`src/rtl/spi_reg_bank.sv`:
```
// SPI Mode 0 write-only target loading the PWM peripheral control registers.
// SCLK/COPI/nCS are synchronized into clk and oversampled; 16-bit frames, MSB first.
module spi_reg_bank #(
    parameter int unsigned SYNC_STAGES = 2,
    parameter int unsigned MAX_ADDR    = 4
) (
    input  logic       clk,
    input  logic       rst,
    input  logic       sclk,
    input  logic       copi,
    input  logic       ncs,
    output logic [7:0] en_reg_out_7_0,
    output logic [7:0] en_reg_out_15_8,
    output logic [7:0] en_reg_pwm_7_0,
    output logic [7:0] en_reg_pwm_15_8,
    output logic [7:0] pwm_duty_cycle,
    output logic       txn_done,
    output logic       txn_err
);

    localparam int unsigned NumRegs = 5;
    localparam int unsigned FlushW  = $clog2(SYNC_STAGES + 1);
    localparam logic [6:0]  MaxAddr = 7'(MAX_ADDR);
    localparam logic [4:0]  CntSat  = 5'd17;

    typedef enum logic [1:0] {StIdle, StShift, StCommit} state_e;

    logic [SYNC_STAGES-1:0] sclk_sync_q, sclk_sync_d;
    logic [SYNC_STAGES-1:0] copi_sync_q, copi_sync_d;
    logic [SYNC_STAGES-1:0] ncs_sync_q, ncs_sync_d;
    logic                   sclk_q, sclk_d;
    logic                   ncs_q, ncs_d;
    logic [FlushW-1:0]      flush_q, flush_d;
    logic                   armed_q, armed_d;
    state_e                 state_q, state_d;
    logic [4:0]             cnt_q, cnt_d;
    logic [15:0]            sr_q, sr_d;
    logic [7:0]             regs_q [NumRegs];
    logic [7:0]             regs_d [NumRegs];
    logic                   done_q, done_d;
    logic                   err_q, err_d;

    logic sclk_s, copi_s, ncs_s;
    logic sclk_rise, ncs_fall, ncs_rise;
    logic flush_done;
    logic [6:0] addr;

    assign sclk_s     = sclk_sync_q[SYNC_STAGES-1];
    assign copi_s     = copi_sync_q[SYNC_STAGES-1];
    assign ncs_s      = ncs_sync_q[SYNC_STAGES-1];
    assign sclk_rise  = sclk_s & ~sclk_q;
    assign ncs_fall   = ~ncs_s & ncs_q;
    assign ncs_rise   = ncs_s & ~ncs_q;
    assign flush_done = (flush_q == FlushW'(SYNC_STAGES));
    assign addr       = sr_q[14:8];

    // The chains reset to idle levels, so a select held low across reset would look like a
    // fresh falling edge; frames are only accepted once nCS has been seen high from the pin.
    always_comb begin
        sclk_sync_d = {sclk_sync_q[SYNC_STAGES-2:0], sclk};
        copi_sync_d = {copi_sync_q[SYNC_STAGES-2:0], copi};
        ncs_sync_d  = {ncs_sync_q[SYNC_STAGES-2:0], ncs};
        sclk_d      = sclk_s;
        ncs_d       = ncs_s;
        flush_d     = flush_done ? flush_q : flush_q + 1'b1;
        armed_d     = armed_q | (flush_done & ncs_s);
    end

    always_comb begin
        state_d = state_q;
        cnt_d   = cnt_q;
        sr_d    = sr_q;
        regs_d  = regs_q;
        done_d  = 1'b0;
        err_d   = 1'b0;
        unique case (state_q)
            StIdle: begin
                if (ncs_fall && armed_q) begin
                    cnt_d   = '0;
                    sr_d    = '0;
                    state_d = StShift;
                end
            end
            StShift: begin
                if (ncs_rise) begin
                    state_d = StCommit;
                end else if (sclk_rise && !ncs_s) begin
                    sr_d = {sr_q[14:0], copi_s};
                    if (cnt_q != CntSat) begin
                        cnt_d = cnt_q + 5'd1;
                    end
                end
            end
            StCommit: begin
                state_d = StIdle;
                if (cnt_q == 5'd16 && sr_q[15] && addr <= MaxAddr) begin
                    for (int i = 0; i < NumRegs; i++) begin
                        if (addr == 7'(i)) begin
                            regs_d[i] = sr_q[7:0];
                        end
                    end
                    done_d = 1'b1;
                end else if (!(cnt_q == 5'd16 && !sr_q[15])) begin
                    err_d = 1'b1;
                end
            end
            default: state_d = StIdle;
        endcase
    end

    always_ff @(posedge clk or posedge rst) begin
        if (rst) begin
            sclk_sync_q <= '0;
            copi_sync_q <= '0;
            ncs_sync_q  <= '1;
            sclk_q      <= 1'b0;
            ncs_q       <= 1'b1;
            flush_q     <= '0;
            armed_q     <= 1'b0;
            state_q     <= StIdle;
            cnt_q       <= '0;
            sr_q        <= '0;
            regs_q      <= '{default: '0};
            done_q      <= 1'b0;
            err_q       <= 1'b0;
        end else begin
            sclk_sync_q <= sclk_sync_d;
            copi_sync_q <= copi_sync_d;
            ncs_sync_q  <= ncs_sync_d;
            sclk_q      <= sclk_d;
            ncs_q       <= ncs_d;
            flush_q     <= flush_d;
            armed_q     <= armed_d;
            state_q     <= state_d;
            cnt_q       <= cnt_d;
            sr_q        <= sr_d;
            regs_q      <= regs_d;
            done_q      <= done_d;
            err_q       <= err_d;
        end
    end

    assign en_reg_out_7_0  = regs_q[0];
    assign en_reg_out_15_8 = regs_q[1];
    assign en_reg_pwm_7_0  = regs_q[2];
    assign en_reg_pwm_15_8 = regs_q[3];
    assign pwm_duty_cycle  = regs_q[4];
    assign txn_done        = done_q;
    assign txn_err         = err_q;

endmodule

```
`config.mk`:
```
export PLATFORM = sky130hd
export DESIGN_NAME = spi_reg_bank
export DESIGN_NICKNAME = d
export VERILOG_FILES = /design/src/rtl/spi_reg_bank.sv
export SDC_FILE = /design/constraint.sdc
export NUM_CORES = 1
export LEC_CHECK = 0
export BUFFER_PORTS_ARGS = -buffer_cell sky130_fd_sc_hd__buf_2
export CAP_MARGIN = 0
export CORE_MARGIN = 4
export CORE_UTILIZATION = 50
export CTS_CLUSTER_SIZE = 24
export DETAILED_ROUTE_END_ITERATION = 10
export PLACE_DENSITY = 0.74
export SYNTH_ARGS = -nofsm -noshare
export SYNTH_HDL_FRONTEND = slang
export SYNTH_SLANG_ARGS = --single-unit
```
`constraint.sdc`:
```
create_clock -name clk -period 2 [get_ports clk]
set_input_delay 0.2 -clock clk [delete_from_list [all_inputs] [get_ports clk]]
set_output_delay 0.2 -clock clk [all_outputs]
set_load 0.01 [all_outputs]
```
=== After elaboration in Yosys (flattened, before gate mapping) ===
Index checks and enable logic that the tools add are counted.

* Register bits: 76
* Input bits: 5
* Output and inout port bits: 42

* Add/sub/neg operators: 2
* Order comparisons: 1
* Eq/ne operators: 14
* Muxes and demuxes: 17
* Bitwise gates (word level): 8
* Reduce and logical (&&, ||, !) cells: 18

{| class="wikitable"
|+ Operators with widths
! cell !! number
|-
| two-way mux 16 bit || 3
|-
| one-hot mux 16 bit (2 select lines) || 1
|-
| two-way mux 5 bit || 4
|-
| AND reduction 3 bit || 5
|-
| == test 7 x 2 -> 1 bit (second input constant) || 2
|-
| != test 2 bit (second input constant) || 5
|-
| one-hot mux 5 bit (2 select lines) || 1
|-
| == test 7 x 1 -> 1 bit (second input constant) || 1
|-
| == test 7 x 3 -> 1 bit (second input constant) || 1
|-
| less-or-equal comparator 7 x 3 -> 1 bit (second input constant) || 1
|-
| zero test 7 bit || 1
|-
| adder 5 x 1 -> 5 bit (second input constant) || 1
|-
| == test 5 bit (second input constant) || 1
|-
| logical AND 1 bit || 5
|-
| two-way mux 1 bit || 5
|-
| != test 5 bit (second input constant) || 1
|-
| AND reduction 5 bit || 1
|-
| bitwise AND 1 bit || 4
|-
| == test 2 bit (second input constant) || 2
|-
| two-way mux 2 bit || 2
|-
| one-hot mux 2 bit (2 select lines) || 1
|-
| AND reduction 4 bit || 1
|-
| inverter 1 bit || 3
|-
| adder 2 x 1 -> 2 bit (second input constant) || 1
|-
| 6 further kinds || 7
|}

=== Logic depth before layout (Yosys ltp) ===
* Depth after elaboration: 6
* Gate-level depth with buffers: 6
* Mapped depth without buffers: 6

=== Worst setup path after synthesis ===
Ideal clock, no wire load.

* Path type: reg-to-reg
* Start point: register cnt_q[0]
* End point: register regs_q, in the netlist en_reg_pwm_15_8[0]
* Setup time: 125 ps
* Arrival: 1,882 ps
* Data required time: 1,875 ps
* Path slack: -6 ps
* Cell stages (with the launch flop): 7
* Buffers on the path: 0
* Clock period less this slack: 2,006 ps
* Cell sequence: dfrtp_1 inv_1 ha_1 nand4bb_1 nor3b_2 nor4b_4 mux2_2

* Word-level cells in the longest chain between the ends: 4

{| class="wikitable"
|+ RTL lines
! element !! line !! source
|-
| start: declaration || 36 || <nowiki>logic [4:0] cnt_q, cnt_d;</nowiki>
|-
| start signal: assignment || 135 || <nowiki>cnt_q <= cnt_d;</nowiki>
|-
| == test 5 bit || 96 || <nowiki>if (cnt_q == 5'd16 && sr_q[15] && addr <= MaxAddr) begin</nowiki>
|-
| logical AND 1 bit (2 in series) || 96 ||
|-
| AND reduction 3 bit (no source line) || -- ||
|-
| end signal: assignment || 137 || <nowiki>regs_q <= regs_d;</nowiki>
|-
| end: declaration || 38 || <nowiki>logic [7:0] regs_q [NumRegs];</nowiki>
|}

Every way passes these cells.
A chain may end at the register's enable or synchronous reset.

=== Final worst setup path ===
* Start point: register cnt_q[0]
* End point: register regs_q, in the netlist en_reg_pwm_15_8[1]

Same word-level chain as after synthesis.

==> qor.txt <==
status: complete, no violations
TritonCTS clock tree: built
die area: 7410 um2
Max IR drop VDD: 568 uV
Die Y: 86.1 um
Crit Reg-Reg Endpoint: en_reg_pwm_15_8[1]
H-tree depth: 3
endpoints failing setup: 0
worst clock skew: 0.00838 ns
Synth-to-Final Area Change: 21.4%
max-cap viol count: 0
R2R Setup Slk: 0.06 ns
final cell count without fillers: 380
delay-heaviest family, CP: simple AND/OR/NAND/NOR gates
Die W: 86.1 um
latest clock arrival within the worst-skew pair: 0.34 ns
leak pwr: 1.91 nW
placed cells: 358
1st-iter DRT viols: 167
Synth cell types: 35
Buffers on Ports: 46
Syn Nets: 240
WS Path Type: register to register
total gr overflow: 0
CP endpoint: en_reg_pwm_15_8[1]
CP peak stage delay: 0.41 ns
Crit. path cell count: 7
Critical Path RT: 2.23 ns
DRC errors left: 0
Slew @ Worst Pin: 0.685 ns
fin area: 3700 um2
RSZ-0062 raised after global routing: yes
Synth area leaders: dfrtp_1 60%, mux2_2 15%, nand3_1 3.3%, o31ai_1 3.2%, dfstp_2 2.6%
cell with the biggest individual delay on the critical path: dfrtp_1
Synth Warn #: 0
RR Startpoint: cnt_q[0]
relative slew slack: 0.543
post-synthesis average cell area: 13.2 um2
Final min period: 1.94 ns
Synth top cells by count: 73 x dfrtp_1, 40 x mux2_2, 20 x nand3_1
Antenna Violating Nets Remaining: 0
Post-synth EDFFs: 0
most numerous cell in the Yosys netlist: dfrtp_1
hpwl dp: 4.02 mm
R2R cell count: 7
worst hold path type: register to register
Max Root-Sink Buffers: 2
setup TNS: 0 ns
maximum number of pins on one net before global-route repair: 53
Boundary Pins: 47
vias in the first global route: 2113
CP startpoint: cnt_q[0]
Reg clk slew, reported paths: 0.08 ns
Hold Violations, Final: 0
initial core utilization: 0.515
Mapped Cells: 231
Root Driver: clkbuf_8
drt pass-1 iters: 4
synthesized area: 3050 um2
DP Area: 3460 um2
pwr dens: 793 nW/um2
CTS sink count: 76
GRT Total Usage: 0.182
RePlAce Congestion: 0.842
Total Routed Length: 5.90 mm
Final period util: 0.971
Worst EP arrival: 2.17 ns
share of layout cells above drive strength 1: 0.423
setup slack after layout: 0.0589 ns
Num CTS Buffers: 9
Async SR Flop Fraction: 1.00
pre-CTS setup slack: -0.0656 ns
cell taking the most area after synthesis: dfrtp_1
Final Max Tran Viols: 0
WL/cell: 15.5 um
final net count: 310
first-pass GRT wire length: 10.3 mm
diode count: 0
worst-path fanout max: 8
core area: 5920 um2
routed vias/inst: 5.35
worst path cell trace: inv_2 -> ha_1 -> nand4bb_1 -> nor3b_2 -> nor4b_4 -> buf_6 -> mux2_2
Buf/Inv on CP: 2
#FFs+latches synth: 76
Worst Setup End Kind: register
Worst setup SP type: register
top_reg_cell synth: dfrtp_1
Synth top area share: 0.599
sequential share of the synthesized area: 0.625
antenna violations before repair: 0
Site Rows: 28
routed vias: 2032
fmax: 0.515 GHz
[per-layer routing]
layer,track usage,wire (um),up-vias
li1,-,-,953
met1,0.254,2750,1014
met2,0.266,2760,57
met3,0.0509,312,8
met4,0.0791,71,0
met5,0,0,-
[how the worst min path moves through the flow]
stage,from,endpoint,slack [ns],cells past startpoint
floorplan,ncs,ncs_sync_q[0],0.20,0
global placement,rst,en_reg_out_15_8[1],0.28,2
detailed placement,rst,en_reg_out_15_8[1],0.28,2
CTS,sclk_sync_q[0],sclk_sync_q[1],0.35,0
global route,sclk_sync_q[0],sclk_sync_q[1],0.36,0
finish,sclk_sync_q[0],sclk_sync_q[1],0.35,0
[logic make-up (layout without fill, tap and decap cells)]
logic type / Yosys count / after routing / synth area share
fa+ha+maj: 4 / 4 / 0.0164
buf+inv: 26 / 100 / 0.0320
xor+xnor: 3 / 3 / 0.00862
compound gates: 24 / 24 / 0.0525
simple gates: 56 / 56 / 0.111
flops: 76 / 76 / 0.625
mux: 42 / 42 / 0.154
[cells in the final DEF, fill, tap and decap left out, drive strengths merged, types with 6 or more instances in the layout]
master	Yosys	layout
clkbuf	7	10
mux2	40	40
buf	0	62
o31ai	13	13
nand3	20	20
dfrtp	73	73
nand2	6	6
nor2	8	8
o21ai	6	6
inv	19	18
[timing repair]
item                       4_1_cts  5_1_grt
pin swaps                        1        1
gates resized for setup          2        3
setup endpoints to repair       17       51
hold buffers                     4        0
hold endpoints to repair        24        0
buffers inserted                 1        2
[registers in the layout (all words and copies together), names as in the netlist]
signal / count
en_reg_out_7_0: 8
en_reg_pwm_15_8: 8
sclk_q: 1
armed_q: 1
txn_err: 1
cnt_q: 5
txn_done: 1
ncs_q: 1
en_reg_out_15_8: 8
copi_sync_q: 2
pwm_duty_cycle: 8
sclk_sync_q: 2
flush_q: 2
sr_q: 16
en_reg_pwm_7_0: 8
ncs_sync_q: 2
state_q: 2
[through the flow]
step	hold WS, ns	util	power (mW)
5_1_grt	0.362	0.625	3.08
2_1_floorplan	0.204	-	1.83
3_3_place_gp	0.279	0.584	1.90
3_5_place_dp	0.282	0.584	1.92
6_report	0.350	0.625	2.93
4_1_cts	0.351	0.622	2.93
[report_power, final]
group	internal, mW	leakage (nW)	switching (mW)	total (mW)
clock	0.471	0.0917	0.540	1.01
combinational	0.108	0.789	0.173	0.281
sequential	1.59	1.03	0.0567	1.64
total	2.16	1.91	0.770	2.93
[final cells by class]
class                           instances  area, um2
Multi-Input combinational cell        129       1050
Timing Repair Buffer                   66        407
Tap cell                               75       93.8
Sequential cell                        76       1910
Fill cell                             472       2220
Clock buffer                           10        138
Inverter                               19       75.1
Clock inverter                          5       28.8
Power figures use the tool's default switching activity.
